### src/rtl/sram_xbar_n.sv
// sram_xbar_n: 1-master to NUM_SLAVES SRAM-port interconnect with priority address decode and miss handling.
// Latency: read data 1 cycle after master_ena (REG_REQ=0) or 2 cycles (REG_REQ=1); one access per cycle, no bubbles.
// Backpressure: none; SRAM ports accept every cycle, so each request is issued to one slave or dropped as a miss.
//
// Ports:
//   clk, rst                      clock, synchronous active-high reset
//   master_addra/dina/ena/wea     master SRAM request; master_douta returns read data
//   slave_addra/dina              packed per-slave slices, broadcast copies of the request
//   slave_ena/wea                 per-slave enables, only the decoded slave is enabled
//   slave_douta                   packed per-slave read data
//   miss_clear                    zero the miss counter
//   miss_valid/addr/count         decode-miss pulse, last miss address, saturating count
module sram_xbar_n #(
   parameter int                             LEN_ADDR   = 64,
   parameter int                             LEN_DATA   = 64,
   parameter int                             NUM_SLAVES = 4,
   parameter logic [NUM_SLAVES*LEN_ADDR-1:0] SLV_BASE   = '0,
   parameter logic [NUM_SLAVES*LEN_ADDR-1:0] SLV_MASK   = '0,
   parameter logic [63:0]                    MISS_DATA  = 64'hDEAD_BEEF_DEAD_BEEF,
   parameter bit                             REG_REQ    = 1'b0
) (
   input  logic                               clk,
   input  logic                               rst,
   input  logic [LEN_ADDR-1:0]                master_addra,
   input  logic [LEN_DATA-1:0]                master_dina,
   output logic [LEN_DATA-1:0]                master_douta,
   input  logic                               master_ena,
   input  logic [LEN_DATA/8-1:0]              master_wea,
   output logic [NUM_SLAVES*LEN_ADDR-1:0]     slave_addra,
   output logic [NUM_SLAVES*LEN_DATA-1:0]     slave_dina,
   input  logic [NUM_SLAVES*LEN_DATA-1:0]     slave_douta,
   output logic [NUM_SLAVES-1:0]              slave_ena,
   output logic [NUM_SLAVES*LEN_DATA/8-1:0]   slave_wea,
   input  logic                               miss_clear,
   output logic                               miss_valid,
   output logic [LEN_ADDR-1:0]                miss_addr,
   output logic [15:0]                        miss_count
);

   localparam int                  LEN_WE    = LEN_DATA / 8;
   localparam int                  SEL_W     = (NUM_SLAVES > 1) ? $clog2(NUM_SLAVES) : 1;
   localparam logic [LEN_DATA-1:0] MISS_WORD = LEN_DATA'(MISS_DATA);

   // Address decode; scanning downwards lets the lowest matching index win.
   logic [SEL_W-1:0] dec_sel;
   logic             dec_miss;

   always_comb begin
      dec_sel  = '0;
      dec_miss = 1'b1;
      for (int i = NUM_SLAVES - 1; i >= 0; i--) begin
         if ((master_addra & SLV_MASK[i*LEN_ADDR +: LEN_ADDR]) == SLV_BASE[i*LEN_ADDR +: LEN_ADDR]) begin
            dec_sel  = SEL_W'(i);
            dec_miss = 1'b0;
         end
      end
   end

   // Slave-side request: either the live master request or a one-cycle registered copy.
   logic [LEN_ADDR-1:0] req_addr;
   logic [LEN_DATA-1:0] req_dina;
   logic                req_ena;
   logic [LEN_WE-1:0]   req_wea;
   logic [SEL_W-1:0]    req_sel;
   logic                req_miss;

   generate
      if (REG_REQ) begin : g_req_reg
         always_ff @(posedge clk) begin
            if (rst) begin
               req_ena  <= 1'b0;
               req_addr <= '0;
               req_dina <= '0;
               req_wea  <= '0;
               req_sel  <= '0;
               req_miss <= 1'b1;
            end else begin
               req_ena  <= master_ena;
               req_addr <= master_addra;
               req_dina <= master_dina;
               req_wea  <= master_wea;
               req_sel  <= dec_sel;
               req_miss <= dec_miss;
            end
         end
      end else begin : g_req_comb
         assign req_ena  = master_ena;
         assign req_addr = master_addra;
         assign req_dina = master_dina;
         assign req_wea  = master_wea;
         assign req_sel  = dec_sel;
         assign req_miss = dec_miss;
      end
   endgenerate

   // Enables are gated by rst so nothing reaches the SRAMs during reset, in either mode.
   always_comb begin
      slave_ena = '0;
      slave_wea = '0;
      for (int i = 0; i < NUM_SLAVES; i++) begin
         if (!rst && req_ena && !req_miss && (req_sel == SEL_W'(i))) begin
            slave_ena[i]                  = 1'b1;
            slave_wea[i*LEN_WE +: LEN_WE] = req_wea;
         end
      end
   end

   assign slave_addra = {NUM_SLAVES{req_addr}};
   assign slave_dina  = {NUM_SLAVES{req_dina}};

   // Response tracking: sel_q/miss_q follow the issued request and hold while idle,
   // so douta keeps showing the last selected slave like a plain SRAM output.
   logic [SEL_W-1:0] sel_q;
   logic             miss_q;
   logic             miss_evt;

   assign miss_evt = !rst && req_ena && req_miss;

   always_ff @(posedge clk) begin
      if (rst) begin
         sel_q      <= '0;
         miss_q     <= 1'b1;
         miss_valid <= 1'b0;
         miss_addr  <= '0;
         miss_count <= '0;
      end else begin
         if (req_ena) begin
            sel_q  <= req_sel;
            miss_q <= req_miss;
         end
         miss_valid <= miss_evt;
         if (miss_evt) begin
            miss_addr <= req_addr;
         end
         // A clear coinciding with a miss still counts that miss.
         if (miss_clear) begin
            miss_count <= miss_evt ? 16'd1 : 16'd0;
         end else if (miss_evt && (miss_count != 16'hFFFF)) begin
            miss_count <= miss_count + 16'd1;
         end
      end
   end

   always_comb begin
      master_douta = MISS_WORD;
      if (!miss_q) begin
         for (int i = 0; i < NUM_SLAVES; i++) begin
            if (sel_q == SEL_W'(i)) begin
               master_douta = slave_douta[i*LEN_DATA +: LEN_DATA];
            end
         end
      end
   end

endmodule

### config.mk
export PLATFORM = sky130hd
export DESIGN_NAME = sram_xbar_n
export DESIGN_NICKNAME = d
export VERILOG_FILES = /design/src/rtl/sram_xbar_n.sv
export SDC_FILE = /design/constraint.sdc
export NUM_CORES = 1
export LEC_CHECK = 0
export BUFFER_PORTS_ARGS = -buffer_cell sky130_fd_sc_hd__buf_2
export CAP_MARGIN = 20
export CORE_AREA = 2 2 428 430
export CTS_BUF_LIST = sky130_fd_sc_hd__clkbuf_4 sky130_fd_sc_hd__clkbuf_8
export DETAILED_ROUTE_END_ITERATION = 10
export DIE_AREA = 0 0 430 432
export PLACE_DENSITY = 0.3
export SLEW_MARGIN = 20
export SYNTH_ARGS = -nofsm -noshare
export SYNTH_HDL_FRONTEND = slang
export SYNTH_SLANG_ARGS = --single-unit
### constraint.sdc
create_clock -name clk -period 0.8 [get_ports clk]
set_input_delay 0.04 -clock clk [delete_from_list [all_inputs] [get_ports clk]]
set_output_delay 0.04 -clock clk [all_outputs]
set_load 0.02 [all_outputs]
==> impl_results.md <==
- Status: complete, but fails checks
- Failing checks: setup timing
- Via-per-instance ratio: 0.794
- Critical Path AT: ~1.1 ns
- CP Capture Type: output port
- Fill cells: ~22k
- Fin crit period: 1.09 ns
- Yosys top cell by area: buf_4
- Setup Skew: 0 ns
- CP max FO: 9
- RePlAce Congestion: roughly 0.68
- Post-synthesis register bit count: 1
- Critical path type: flip-flop to output port
- Residual DRC: 0
- Hold buffer count at CTS: 0
- Area occupied by multi-input gates: 1080 um2
- MaxCap Viol Count: 0
- Share of layout cells above drive strength 1: roughly 66%
- Biggest register: miss_q
- 1st-iter DRT viols: about 120
- WL/cell: 15.6 um
- Leak: about 1.4 nW
- Die ar.: between 150,000 and 200,000 um2
- Setup violators final: 65
- Num ports: ~1.1k
- Post-route ant nets: 0
- Final WL: ~43,000 um
- Crit path launch type: flip-flop
- Vias in the first global route: 1,949
- GR Overflow Total: 0
- All-Layer GR Usage: 4.31%
- Final net count: around 740
- Syn avg cell area: between 7 and 8 um2
- Initial core utilization: under 10%
- Post-synthesis cell count: 705
- Synth-to-Final Area Change: 4.74%
- Synthesis Warnings: 0
- Hold WC Path Type: input pin to output port
- Pwr Density: 389 nW/um2
- Chip height: between 400 and 500 um
- Max FFs per register: 1
- Total vias in the final route: 2,182
- Core area: 182,000 um2
- DR pass1 iterations: 6
- Unique masters post-synth: 10
- Synth Cell Area: 5220 um2
- Chip width: 430 um
- Port Buf Inserts: 147
- Row count: 157
- Post-route cell area: 5470 um2
- Unrepaired setup endpoints after global routing: true
- Share of the synthesized area in the top cell type: 89.1%
- Max Fclk: a little over 0.9 GHz
- Largest net degree at the start of global routing: 14
- Seq/Total Area, Yosys: 0.383%
- Post-route clock period utilization: 136%
- Crit path required time: 0.76 ns
- Final worst-path setup slack: -0.290 ns
- Global-route wire length before repair: around 47,000 um
- Final Max Slew Viols: 0
- Clock latency on the worst-skew pair: 0 ns
- Post-route setup TNS: -12.07 ns
- Peak VDD IR: 0.107 mV
- Initial antenna violation count: 50
- Dpl hpwl: ~40,000 um
- Largest registers: miss_q: 1 flops
- Largest cells by area after synthesis: buf_4, or2_1, nor2b_1, buf_6, and2_1
- Register area: 23.8 um2
- Final number of hold-violating endpoints: 0
- Reg clk slew, reported paths: 0 ns
- DP Area: 4980 um2
final timing paths:
check / to / start / slack (ns) / cells past startpoint
max: master_douta[32] / miss_q$_SDFFE_PP1P_ / -0.29 / 4
min: slave_dina[143] / master_dina[15] / 0.08 / 0
max reg2reg: miss_q$_SDFFE_PP1P_ / miss_q$_SDFFE_PP1P_ / -0.05 / 2
min reg2reg: miss_q$_SDFFE_PP1P_ / miss_q$_SDFFE_PP1P_ / 0.78 / 2
report_power, final:
| group | switching, W | internal [W] |
|---|---|---|
| clock network | 0 | 0.00000000306 |
| registers | 0.0000153 | 0.0000541 |
| logic | 0.00128 | 0.000781 |
| total | 0.00130 | 0.000835 |
Yosys cell counts, drive strengths merged:
cell type	count
or2	48
and2	8
conb	1
a21o	1
inv	1
buf	628
dfxtp	1
nor2b	17
layout make-up:
class                      instances  area share [%]
multi-input combinational        182            19.8
antenna                           18           0.823
timing repair buffer             162            24.4
sequential                         1           0.434
tap                             2385            54.5
inverter                           1          0.0686
metrics by stage:
step	power, W	hold slack (ns)	utilization (%)	instances	worst slack, ns
floorplan	0.00523	0.126	-	812	-0.0463
global placement	0.00194	0.0803	2.74	2726	-0.345
detailed placement	0.00194	0.0803	2.74	2726	-0.343
CTS	0.00219	0.0803	2.95	2729	-0.305
global route	0.00227	0.0801	2.99	2736	-0.312
finish	0.00213	0.0800	3.01	2749	-0.290
layout by cell type, fill, tap and decap left out:
cell     netlist  final
conb_1         1    108
buf_2          2     93
or2_4          0     48
buf_6          6     39
diode_2        0     18
buf_12         0     12
buf_4        620     11
nor2b_4        0      9
and2_4         0      7
buf_8          0      7
nor2b_1       17      5
nor2b_2        0      3
and2_1         8      1
inv_1          1      1
a21o_1         1      1
dfxtp_4        0      1
timing repair:
action	in CTS	in global routing
pin swaps	0	2
endpoints found under the hold margin	0	0
gates resized for setup	98	25
endpoints found under the setup margin	73	73
gates cloned	1	1
setup buffers	2	2
worst max-delay path, stage by stage, from the launching register on:
cell and delay (ns):
dfxtp_4 0.38, buf_12 0.16, buf_12 0.12, or2_4 0.23
buf_12 0.14
cells by family (layout without fill, tap and decap cells):
logic type / count (synthesis) / in the layout / synth area share, %
buffers and inverters: 629 / 163 / 90.7
AND/OR/NAND/NOR: 73 / 73 / 8.74
other: 1 / 126 / 0.0718
AO/OA/AOI/OAI: 1 / 1 / 0.144
flip-flops: 1 / 1 / 0.383
metal layers:
| metal | part of all wire, % | vias to the layer above | wire (um) | global-route usage, % |
|---|---|---|---|---|
| li1 | - | 692 | - | - |
| met1 | 22 | 795 | 9240 | 3.08 |
| met2 | 46 | 578 | 19600 | 6.89 |
| met3 | 30 | 81 | 12800 | 5.62 |
| met4 | 2.0 | 36 | 855 | 0.739 |
| met5 | 0.74 | - | 317 | 0.312 |
Power figures use the tool's default switching activity.
